[config.mk]
export PLATFORM = sky130hd
export DESIGN_NAME = instr_fetch
export DESIGN_NICKNAME = d
export VERILOG_FILES = /design/src/rtl/instr_fetch.sv
export SDC_FILE = /design/constraint.sdc
export NUM_CORES = 1
export LEC_CHECK = 0
export ABC_AREA = 1
export CAP_MARGIN = 5
export CORE_MARGIN = 2
export CORE_UTILIZATION = 45
export CTS_CLUSTER_DIAMETER = 40
export DETAILED_ROUTE_END_ITERATION = 10
export GPL_TIMING_DRIVEN = 0
export PLACE_DENSITY = 0.83
export RECOVER_POWER = 100
export SYNTH_ARGS = -nofsm -noshare
export SYNTH_HDL_FRONTEND = slang
export SYNTH_SLANG_ARGS = --single-unit
[constraint.sdc]
create_clock -name clk -period 2.6 [get_ports clk]
set_clock_uncertainty 0.1 [all_clocks]
set_input_delay 0.52 -clock clk [delete_from_list [all_inputs] [get_ports clk]]
set_output_delay 0.52 -clock clk [all_outputs]
set_load 0.005 [all_outputs]
[src/rtl/instr_fetch.sv]
// Instruction fetch unit: IDLE/FETCH/STALL sequencer feeding a 2-entry {instr, pc} FIFO.
// Define FETCH_BRANCH_EN to enable taken-branch decode and the pc_control/jump_offset pulse.
module instr_fetch #(
    parameter logic [7:0] RESET_PC = 8'h00
) (
    input  logic       clk,
    input  logic       rst,
    input  logic       en,
    output logic       mem_req,
    output logic [7:0] mem_addr,
    input  logic       mem_ack,
    input  logic [7:0] mem_rdata,
    output logic       out_valid,
    output logic [7:0] out_instr,
    output logic [7:0] out_pc,
    input  logic       out_ready,
    output logic       pc_control,
    output logic [7:0] jump_offset
);

    typedef enum logic [1:0] {IDLE, FETCH, STALL} state_t;

    typedef struct packed {
        logic [7:0] instr;
        logic [7:0] pc;
    } entry_t;

    state_t           state;
    logic [7:0]       pc;
    entry_t [1:0]     q;
    logic             rd_ptr;
    logic             wr_ptr;
    logic [1:0]       count;
    logic [1:0]       cnt_nxt;
    logic             push;
    logic             pop;
    logic [7:0]       pc_step;

    // An ack only counts while a request is outstanding.
    assign push = (state == FETCH) && mem_ack;
    assign pop  = out_ready && (count != 2'd0);

    always_comb begin
        cnt_nxt = count + {1'b0, push} - {1'b0, pop};
    end

`ifdef FETCH_BRANCH_EN
    logic       is_br;
    logic [7:0] br_off;

    assign is_br   = (mem_rdata[7:6] == 2'b11);
    assign br_off  = {{2{mem_rdata[5]}}, mem_rdata[5:0]};
    assign pc_step = 8'd1 + (is_br ? br_off : 8'd0);

    // One-cycle pulse trailing the ack of a taken branch.
    always_ff @(posedge clk or posedge rst) begin
        if (rst) begin
            pc_control  <= 1'b0;
            jump_offset <= 8'h00;
        end else if (push && is_br) begin
            pc_control  <= 1'b1;
            jump_offset <= br_off;
        end else begin
            pc_control  <= 1'b0;
            jump_offset <= 8'h00;
        end
    end
`else
    assign pc_step     = 8'd1;
    assign pc_control  = 1'b0;
    assign jump_offset = 8'h00;
`endif

    always_ff @(posedge clk or posedge rst) begin
        if (rst) begin
            state   <= IDLE;
            pc      <= RESET_PC;
            mem_req <= 1'b0;
        end else begin
            case (state)
                IDLE: begin
                    if (en && count != 2'd2) begin
                        state   <= FETCH;
                        mem_req <= 1'b1;
                    end
                end
                FETCH: begin
                    // Request is held until acked, even if en drops.
                    if (mem_ack) begin
                        pc <= pc + pc_step;
                        if (cnt_nxt == 2'd2) begin
                            state   <= STALL;
                            mem_req <= 1'b0;
                        end else if (!en) begin
                            state   <= IDLE;
                            mem_req <= 1'b0;
                        end
                    end
                end
                STALL: begin
                    if (!en) begin
                        state <= IDLE;
                    end else if (count != 2'd2) begin
                        state   <= FETCH;
                        mem_req <= 1'b1;
                    end
                end
                default: begin
                    state   <= IDLE;
                    mem_req <= 1'b0;
                end
            endcase
        end
    end

    assign mem_addr = pc;

    always_ff @(posedge clk or posedge rst) begin
        if (rst) begin
            q      <= '0;
            rd_ptr <= 1'b0;
            wr_ptr <= 1'b0;
            count  <= 2'd0;
        end else begin
            if (push) begin
                q[wr_ptr] <= '{instr: mem_rdata, pc: pc};
                wr_ptr    <= ~wr_ptr;
            end
            if (pop) rd_ptr <= ~rd_ptr;
            count <= cnt_nxt;
        end
    end

    assign out_valid = (count != 2'd0);
    assign out_instr = q[rd_ptr].instr;
    assign out_pc    = q[rd_ptr].pc;

endmodule

# Yosys cells after proc, flatten, opt, wreduce, memory -nomap -nowiden
# Index checks and enable logic that the tools add are counted.
[word_totals]
regBits = 47
latchBits = 0
ram_bits = 0
rom_bits = 0
elab_cells = 56
n_memories = 0
[classes]
addsub = 3
n_mul = 0
n_div = 0
n_lt_le_gt_ge = 3
n_eq_ne = 10
n_shift = 0
mux = 19
bitwise_logic = 2
n_reduce_logical = 9
[op_table]
columns = ["op", "count"]
rows = [
  ["two-way mux 16 bit", 3],
  ["bitwise mux 32 bit", 1],
  ["demux 16 bit (select 1 bit)", 1],
  ["two-way mux 2 bit", 6],
  ["!= test 2 bit (second input constant)", 5],
  ["adder 8 x 1 -> 8 bit (second input constant)", 1],
  ["two-way mux 1 bit", 6],
  ["case mux 2 bit (3 select lines)", 1],
  ["AND reduction 5 bit", 1],
  ["== test 2 bit (second input constant)", 2],
  ["logical AND 1 bit", 4],
  ["less-than comparator 1 x 2 -> 1 bit (second input constant)", 2],
  ["AND reduction 4 bit", 1],
  ["!= test 3 x 2 -> 1 bit (second input constant)", 1],
  ["!= test 3 bit (second input constant)", 1],
  ["case mux 1 bit (3 select lines)", 1],
  ["adder 2 x 1 -> 2 bit", 1],
  ["== test 2 x 1 -> 1 bit (second input constant)", 1],
  ["logical NOT 2 bit", 1],
  ["NOT 1 bit", 2],
  ["AND reduction 2 bit", 1],
  ["nonzero test 2 bit", 1],
  ["subtractor 2 x 1 -> 2 bit", 1],
  [">= comparator 1 bit (second input constant)", 1],
]

# Logic depth before layout (Yosys ltp)
# Gate-level depths: netlist of the first run.
[logic_depth]
ltp_word = 8
ltp_mapped = 15
mapped_depth_nobuf = 15

# Worst setup path before layout of the first run
# Ideal clock, no wire load.
[synth_timing]
path_type = "in2reg"
startpoint = "input port out_ready"
endpoint = "register mem_req"
setup_ns = 0.113
arrival_ns = 1.588
t_required_ns = 2.387
slack_ns = 0.799
stages = 11
n_path_buf = 0
cell_sequence = "nand2_1 -> inv_1 -> ha_1 -> inv_1 -> ha_1 -> inv_1 -> nand3_1 -> nand2_1 -> nand3_1 -> nand2_1 -> inv_1"
[synth_via]
elab_chain_cells = 6
[synth_lines]
columns = ["element", "line", "text"]
rows = [
  ["from (decl)", "16", "input logic out_ready,"],
  ["logical AND 1 bit (*)", "41", "assign pop = out_ready && (count != 2'd0);"],
  ["net pop", "36", "logic pop;"],
  ["subtractor 2 x 1 -> 2 bit (*)", "44", "cnt_nxt = count + {1'b0, push} - {1'b0, pop};"],
  ["net cnt_nxt[0]", "34", "logic [1:0] cnt_nxt;"],
  ["== test 2 bit (*)", "91", "if (cnt_nxt == 2'd2) begin"],
  ["two-way mux 1 bit", "91", ""],
  ["two-way mux 1 bit", "89", "if (mem_ack) begin"],
  ["case mux 1 bit (3 select lines)", "80", "case (state)"],
  ["to (signal assigned)", "84", "mem_req <= 1'b1;"],
  ["to (signal assigned)", "93", "mem_req <= 1'b0;"],
  ["to (signal assigned)", "96", "mem_req <= 1'b0;"],
  ["to (decl)", "9", "output logic mem_req,"],
]
# The timed path passes the listed nets; every way through them passes the cells marked *. The select of a mux whose other input is x is not followed.
# A chain may end at the register's enable or synchronous reset.

# Final worst setup path of the first run
[layout_timing]
startpoint = "register rd_ptr"
endpoint = "output port out_pc[0]"
[layout_via]
elab_chain_cells = 2
[layout_lines]
columns = ["element", "line", "text"]
rows = [
  ["from (decl)", "31", "logic rd_ptr;"],
  ["from (signal assigned)", "129", "if (pop) rd_ptr <= ~rd_ptr;"],
  ["two-way mux 16 bit (implied by the code) (2 in series)", "136", "assign out_pc = q[rd_ptr].pc;"],
  ["to (decl)", "15", "output logic [7:0] out_pc,"],
]
# No other way between the ends. The select of a mux whose other input is x is not followed.

==> results by group, run 1 <==
Critical path
  – CP max FO: 10
  – Buffers plus inverters on the worst setup path: 3
  – Slowest cell on crit path: clkdlybuf4s50_1
  – Startpoint types: flip-flop
  – CP top delay family: buffers and inverters
  – FF-to-FF setup slack: 0.54 ns
  – Crit Path Class: reg -> out
  – Crit path capture type: output pin
  – RR Endpoint: mem_req$_DFFE_PP0P_
  – CP Cell Sequence: buf_2, buf_6, mux2_2, clkdlybuf4s50_1
  – CP Data Arrival Time: 1.87 ns
  – R2r startpoint: state[1]$_DFFE_PP0P_
  – R2r worst-path depth: 12
  – Max incr delay on CP: 0.44 ns
  – Worst EP required: 1.98 ns

Placed design
  – Post-DP Area: 2790 um2
  – Cells after DPL: 349
  – HPWL after DPL: 3.16 mm
  – Buffers on Ports: 38
  – RePlAce Congestion: 0.837

Drt
  – DRT Wirelength: 4.34 mm
  – WL/cell: 12.2 um
  – DR pass1 iterations: 4
  – Vias per inst: 4.66
  – Iter 0 DRT Violations: 72
  – Final antenna-violating net count: 0
  – Residual DRC: 0
  – Vias: 1,665

Die
  – Initial core utilization: 47.3%
  – Top-level port count: 48
  – Die Wd: 75.2 um
  – FP Rows: 25
  – Die Footprint: 5650 um2
  – Core area: 4820 um2
  – Die Y: 75.2 um

Global routing
  – Largest net degree at the start of global routing: 34
  – Initial antenna violation count: 0
  – First-pass GRT wire length: 7.40 mm
  – Total GRT Usage: 17.4%
  – Overflow after GRT: 0
  – Vias in the first global route: 1,615

Power
  – VDD IR-drop max: 514 uV
  – Power Density: 1200 nW/um2
  – Leak: 1.42 nW
  – Final total power: 0.00336 W

STA
  – Final worst path period need: 2.49 ns
  – Slew HR: 46.7%
  – Hold WS: 0.382 ns
  – Final Cycle Share: 95.6%
  – Final number of setup-violating endpoints: 0
  – Peak Freq: 402 MHz
  – Max-slew violation count: 0
  – Worst-margin pin slew: 0.799 ns
  – Final Hold Violating Endpoints: 0
  – RSZ-0062 raised after global routing: no

Synthesis
  – Count leader, synth: nand2_1
  – Most common library cells after synthesis: 51 x nand2_1, 47 x dfrtp_1, 31 x inv_1
  – Yosys top cell by area: dfrtp_1
  – Synth warn: 0
  – Syn Area/Cell: 9.70 um2
  – Synth Flop Type: dfrtp_1
  – Netlist cell types: 27
  – Ys async rst share: 100%
  – Area contributors post-synth: dfrtp_1 52%, nand2_1 8.4%, mux2_2 7.9%
  – Post-synth EDFFs: 0
  – Synthesis-stage register bit count: 47
  – Post-synthesis cell count: 235
  – Register area share after synthesis: 51.6%
  – Mapped Area: 2280 um2
  – Top cell type's share of synthesized area: 51.6%

CTS
  – H-Tree Depth: 2
  – Cts bufs inserted: 5
  – Later-pin clock latency in the skew report: 0.29 ns
  – CTS clk-pin slew, worst paths: 0.08 ns
  – Clk sinks: 47
  – Clk root buf: clkbuf_8
  – Setup repair bufs after CTS: 0
  – Max clock buf depth: 2
  – CTS tree: built

Cells and area
  – Layout Nets: 305
  – Layout cells sized above 1: 15.5%
  – Final Cell Area: 2800 um2
  – Register area: 1180 um2
  – Number of fill cells: 449
  – ANT cells: 0
  – Multi-input gate area: 817 um2
  – Fin cells: 357
  – Area grow syn2layout: 23.1%

Run
  – Maxcap violations: 0

Hold path
  – Hold Crit Start: q[21]$_DFFE_PP0P_
  – Hold WC Path Type: reg -> reg
  – Hold Path Stages: 2
  – Hold endpoint: q[21]$_DFFE_PP0P_

Run status
  – Outcome: complete, no violations
==> metrics by stage <==
stage	setup TNS (ns)	setup slack, ns	utilization, %
after floorplan	0	0.799	-
after global placement	-0.351	-0.00971	57.6
final	0	0.113	58.2
after CTS	0	0.0397	60.1
after global routing	0	0.0235	58.2
after detailed placement	0	0.156	58.0
==> per-layer routing <==
| layer | up-vias | track usage [%] | share of wire (%) | wire (um) |
|---|---|---|---|---|
| li1 | 820 | - | - | - |
| met1 | 804 | 22.7 | 46 | 2010 |
| met2 | 34 | 29.1 | 48 | 2080 |
| met3 | 7 | 4.42 | 4.5 | 195 |
| met4 | 0 | 4.68 | 1.1 | 47 |
| met5 | - | 0 | 0 | 0 |
==> power breakdown <==
part	internal (W)	switching [W]	total, W	leakage, nW
clock	0.000243	0.000227	0.000470	0.0515
sequential	0.00108	0.000213	0.00130	0.573
combinational	0.000843	0.000750	0.00159	0.793
total	0.00217	0.00119	0.00336	1.42
==> cells in the final DEF (no fill, tap or decap), drive strengths merged <==
cell,instances
o21ai,33
clkbuf,15
o211ai,1
conb,9
nor3,1
dfrtp,47
mux2,16
inv,33
xor2,6
nand2,55
nor2,9
ha,3
buf,12
a21oi,1
or2,2
dlygate4sd3,19
clkdlybuf4s50,19
nand4,2
xnor2,1
nand3,6
==> kinds of logic after synthesis <==
family                     after synthesis  synth area share, %
AOI/OAI and AO/OA                       35                 10.4
xor gates and xnor gates                 7                 2.69
adders and majority gates                3                 1.65
buffers and inverters                   51                 11.4
DFF                                     47                 51.6
muxes                                   16                 7.91
other                                    1                0.165
and+or+nand+nor                         75                 14.2
==> timing repair <==
action,4_1_cts,5_1_grt
gates cloned,0,0
endpoints found under the setup margin,9,8
resized for setup,1,1
hold buffers,0,0
==> final cells by class <==
cell class	count	area share (%)
Inverter	33	4.42
Buffer	18	4.19
Sequential cell	47	41.9
Timing Repair Buffer	39	13.7
Multi-Input combinational cell	145	29.1
Clock buffer	8	3.57
Tap cell	67	2.99
==> state kept, by name, summed over array words and instances (netlist names) <==
| register | cells |
|---|---|
| mem_addr | 8 |
| rd_ptr | 1 |
| mem_req | 1 |
| wr_ptr | 1 |
| state | 2 |
| q | 32 |
| count | 2 |
==> worst min-delay path: cells and delay by family (launching register included) <==
kind,cells,cell delay [ns]
AO/OA/AOI/OAI,1,0.06
flip-flops,1,0.34
AND/OR/NAND/NOR,1,0.05
==> worst max path at each step <==
stage	start	to	cells past startpoint
floorplan	out_ready	mem_req$_DFFE_PP0P_	11
global placement	rst	mem_addr[6]$_DFFE_PP0P_	2
detailed placement	mem_ack	mem_req$_DFFE_PP0P_	12
CTS	rd_ptr$_DFFE_PP0P_	out_instr[5]	4
global route	rd_ptr$_DFFE_PP0P_	out_instr[2]	4
finish	rd_ptr$_DFFE_PP0P_	out_pc[0]	4
Power figures use the tool's default switching activity.
==> inputs of run 2 (changes only) <==
--- a/config.mk
+++ b/config.mk
@@ -13,7 +13,7 @@
 export DETAILED_ROUTE_END_ITERATION = 10
 export GPL_TIMING_DRIVEN = 0
 export PLACE_DENSITY = 0.83
-export RECOVER_POWER = 100
+export RECOVER_POWER = 50
 export SYNTH_ARGS = -nofsm -noshare
 export SYNTH_HDL_FRONTEND = slang
 export SYNTH_SLANG_ARGS = --single-unit
==> run 2 against run 1 <==
Net effect:
- largest cell class unchanged
- power up 4.3%
- worst setup slack is essentially flat
- maximum frequency hardly changed
- utilization increased by 1.0 points
==> results by group, run 2 (same netlist as run 1, synthesis figures left out) <==
STA
  – Peak Freq: 402 MHz
  – Max-slew violation count: 0
  – Setup TNS: 0 ns
  – Worst-margin pin slew: 0.797 ns
  – Final Cycle Share: 95.7%
  – Setup ws final: 0.113 ns
  – Final worst path period need: 2.49 ns
  – Final Hold Violating Endpoints: 0
  – Final number of setup-violating endpoints: 0
  – Hold WS: 0.383 ns
  – Slew HR: 46.8%
  – RSZ-0062 raised after global routing: no

Drt
  – Final antenna-violating net count: 0
  – Iter 0 DRT Violations: 124
  – WL/cell: 12.2 um
  – Residual DRC: 0
  – DR pass1 iterations: 4
  – Vias: 1,661
  – DRT Wirelength: 4.35 mm
  – Vias per inst: 4.65

Global routing
  – Overflow after GRT: 0
  – Largest net degree at the start of global routing: 34
  – First-pass GRT wire length: 7.40 mm
  – Vias in the first global route: 1,615
  – Total GRT Usage: 17.4%
  – Initial antenna violation count: 0

CTS
  – CTS tree: built
  – Clk sinks: 47
  – Setup repair bufs after CTS: 0
  – Max clock buf depth: 2
  – H-Tree Depth: 2
  – CTS clk-pin slew, worst paths: 0.08 ns
  – Post-CTS Hold Buffers: 0
  – Cts bufs inserted: 5
  – Clk root buf: clkbuf_8
  – Later-pin clock latency in the skew report: 0.29 ns

Power
  – Power Density: 1230 nW/um2
  – Clock Power Share: 13.4%
  – Leak: 1.43 nW
  – Comb pwr share: 49.5%
  – P_int: 0.00226 W
  – VDD IR-drop max: 544 uV
  – Switching share of power: 35.4%
  – Flop pwr share: 37.1%
  – Net Sw Power: 0.00124 W

Die
  – Top-level port count: 48
  – Core area: 4820 um2
  – Die Footprint: 5650 um2
  – Initial core utilization: 47.3%
  – Die Wd: 75.2 um
  – Die Y: 75.2 um
  – FP Rows: 25

Cells and area
  – Post-Route Utilization: 59.2%
  – Area grow syn2layout: 25.3%
  – Top reg by flops: q
  – Fin cells: 357
  – Max FFs per register: 32
  – Layout Nets: 305
  – Most common cell after layout, fill and taps aside: nand2_1
  – ANT cells: 0
  – Layout cells sized above 1: 20.0%
  – Commonest cells after routing, fill and taps aside: 52 x nand2_1, 47 x dfrtp_1, 36 x clkdlybuf4s50_1

Hold path
  – Hold WC Path Type: reg -> reg
  – Hold Path Stages: 2
  – Hold Crit Start: q[17]$_DFFE_PP0P_
  – Hold endpoint: q[17]$_DFFE_PP0P_

Critical path
  – Max incr delay on CP: 0.44 ns
  – R2r startpoint: state[0]$_DFFE_PP0P_
  – Crit path capture type: output pin
  – CP Data Arrival Time: 1.87 ns
  – Buffers plus inverters on the worst setup path: 3
  – Worst EP required: 1.98 ns
  – CP max FO: 10
  – Crit Path Class: reg -> out
  – R2r worst-path depth: 7
  – CP top delay family: buffers and inverters
  – Slowest cell on crit path: clkdlybuf4s50_1
  – FF-to-FF setup slack: 0.53 ns
  – RR Endpoint: q[13]$_DFFE_PP0P_
  – CP Cell Sequence: buf_2, buf_6, mux2_2, clkdlybuf4s50_1
  – Startpoint types: flip-flop

Placed design
  – Buffers on Ports: 38
  – Cells after DPL: 349
  – RePlAce Congestion: 0.837
  – Dpl ws: 0.156 ns
  – HPWL after DPL: 3.16 mm

Run
  – Maxcap violations: 0

Run status
  – Outcome: complete, no violations
## run 2: how the worst max path moves through the flow
stage                             startpoint                      end  slack (ns)  depth (start not counted)
after floorplan                    out_ready      mem_req$_DFFE_PP0P_        0.80                         11
after global placement                   rst  mem_addr[6]$_DFFE_PP0P_       -0.01                          2
after detailed placement             mem_ack      mem_req$_DFFE_PP0P_        0.16                         12
after CTS                 rd_ptr$_DFFE_PP0P_             out_instr[5]        0.04                          4
after global routing      rd_ptr$_DFFE_PP0P_             out_instr[2]        0.02                          4
final                     rd_ptr$_DFFE_PP0P_                out_pc[0]        0.11                          4
## run 2: timing repair
action                                  CTS  global route
resized for setup                         1             1
endpoints found under the setup margin    9             8
gates cloned                              0             0
pin swaps                                 0             0
## run 2: layer usage
metal | vias up | part of all wire, % | GRT usage [%]
met5 | - | 0 | 0
met4 | 0 | 0.94 | 4.68
met3 | 7 | 4.6 | 4.42
met2 | 37 | 48 | 29.1
met1 | 791 | 47 | 22.7
li1 | 826 | - | -
## run 2: cell type report
class                      instances  area [um2]
buffer                            18         126
tap                               67        83.8
sequential                        47        1180
inverter                          33         124
timing repair buffer              39         385
fill                             434        1960
clock buffer                       8         100
multi-input combinational        145         858
## run 2: worst reg2reg max path: cells and delay by family (launching register included)
family,cells,cell delay [ns]
buffers and inverters,3,0.86
flip-flops,1,0.40
AND/OR/NAND/NOR,3,0.39
AO/OA/AOI/OAI,1,0.17
## run 2: power by group through the flow
| stage | sequential [W] | clock [W] | combinational (W) |
|---|---|---|---|
| finish | 0.00130 | 0.000469 | 0.00174 |
| global route | 0.00134 | 0.000504 | 0.00197 |
| CTS | 0.00130 | 0.000482 | 0.00180 |
| detailed placement | 0.00131 | 0 | 0.00179 |
| global placement | 0.00129 | 0 | 0.00174 |
| floorplan | 0.00126 | 0 | 0.00108 |
## run 2: through the flow
| step | instance area [um2] | power (W) |
|---|---|---|
| 6_report | 2850 | 0.00351 |
| 3_5_place_dp | 2790 | 0.00310 |
| 4_1_cts | 2900 | 0.00359 |
| 5_1_grt | 2850 | 0.00381 |
| 2_1_floorplan | 2310 | 0.00234 |
| 3_3_place_gp | 2770 | 0.00303 |
==> patch, RTL diff (flow settings as in run 1) <==
The option `FETCH_BRANCH_EN` is turned on by a define.
--- a/src/rtl/instr_fetch.sv
+++ b/src/rtl/instr_fetch.sv
@@ -1,5 +1,7 @@
 // Instruction fetch unit: IDLE/FETCH/STALL sequencer feeding a 2-entry {instr, pc} FIFO.
 // Define FETCH_BRANCH_EN to enable taken-branch decode and the pc_control/jump_offset pulse.
+`define FETCH_BRANCH_EN
+
 module instr_fetch #(
     parameter logic [7:0] RESET_PC = 8'h00
 ) (
Function: changed (Yosys sat finds a counterexample within 4 cycles, from zero or initial values and one cycle with rst high).
==> patch against run 1 <==
  * Power is 7.8% higher
  * Synthesized area increased by 19%
  * Sequential cell count is 7 higher
  * Maximum frequency barely moved
  * Synthesized cell count up 28%
  * Final area up 18%
  * Routed wire length increased by 37%
  * Worst setup slack improved by 0.0020 ns
  * Sequential power is 8% higher
  * Critical path type unchanged
  * Highest routed layer unchanged
==> patch: results (changes against run 1) <==
* Pre-CTS setup slack at -0.392 ns (-0.548 ns)
* Top reg by flops: q
* Part of the Yosys area used for sequential elements at 49.8% (-1.8 points)
* Seq area share at 40.7% (-1.2 points)
* Placer Congestion at 0.803 (-4.1%)
* Filler instances at 554 (+23%)
* CLK BUF at 8 (unchanged)
* R2R Setup Slk at 0.34 ns (-0.20 ns)
* CP endpoint: out_instr[5]
* Hold Path Depth at 2 (unchanged)
* Fraction of layout cells with a size suffix above 1 at 10.4% (-5.1 points)
* Placed Instance Area at 3300 µm² (+18%)
* Main area contributors after synthesis: dfrtp_1 (50%), nand2_1 (12%), mux2_2 (6.6%), inv_1 (6.0%), o21ai_2 (5.2%)
* WHS Endpoint: q[3]
* Reg clk slew, reported paths at 0.09 ns
* Placed Cells at 424 (+21%)
* P_leak at 1.73 nW (+22%)
* #MultiIn Comb at 191 (+32%)
* Outcome: complete, no violations
* Placement row count at 28 (+12%)
* FF+latch count, synth at 54 (+15%)
* P&R area growth vs syn at 22.5%
* Area occupied by multi-input gates at 1070 µm² (+31%)
* Worst slew pin tran at 0.887 ns (+0.0887 ns)
* Worst min-delay path class: reg -> reg
* Layout Nets at 377 (+24%)
* Port buffer count at 47 (+24%)
* Largest net degree at the start of global routing at 38 (+12%)
* Non-CTS buffers at 58 (+1.8%)
* Synth cell count leaders: nand2_1 (84), dfrtp_1 (54), inv_1 (43)
* Syn Area/Cell at 9.01 µm² (-7.1%)
* DPL Wire Length at 4410 µm (+40%)
* Unique masters post-synth at 24 (-11%)
* Vias at 2159 (+30%)
* Worst Min Path Start: q[3]
* Final Critical Period at 2.48 ns (-0.00199 ns)
* GRT Util Overall at 19.5% (+2.1 points)
* Yosys warns at 0 (unchanged)
* Synth async-reset ratio at 100% (unchanged)
* RR Endpoint: mem_req
* Buffer share of cell area at 16.0% (-1.9 points)
* First-pass GRT wire length at 9930 µm (+34%)
* ClkCell Share at 3.31% (-0.26 points)
* Drt wl/cell at 13.8 µm (+13%)
* Worst R2R Path Depth at 15 (+3)
* Logic inverters at 44 (+33%)
* Worst IR Drop VDD at 0.000612 V (+19%)
* DRT iter0 DRCs at 99 (+38%)
* Total Wirelength at 5930 µm (+37%)
* Hold slack at 0.387 ns (+0.00580 ns)
* Crit path launch: rd_ptr
-- patch: per-layer routing --
metal  track usage (%)  vias to the layer above  wire length [µm]
li1                  -                     1049                 -
met1              24.4                     1035              2550
met2              34.4                       65              2970
met3              3.96                       10               291
met4              5.50                        0               116
met5                 0                        -                 0
-- patch: repair_timing --
item,CTS,global route
gates resized for setup,2,1
endpoints found under the hold margin,0,0
setup endpoints to repair,12,2
-- patch: where the power goes --
group / internal (mW) / switching (mW)
clock network: 0.269 / 0.263
logic: 0.862 / 0.832
registers: 1.17 / 0.221
-- patch: logic make-up (layout without fill, tap and decap cells) --
group	Yosys count	count (layout)	share of synthesized area (%)
simple gates	117	117	17.7
buf+inv	56	110	9.18
flops	54	54	49.8
compound gates	45	45	10.8
mux	16	16	6.65
fa+ha+maj	10	10	4.89
xor+xnor	3	3	0.969
-- patch: critical path, stage by stage (launching register included) --
cell             delay [ns]
dfrtp_2                0.49
buf_4                  0.25
mux2_1                 0.37
clkdlybuf4s50_1        0.45
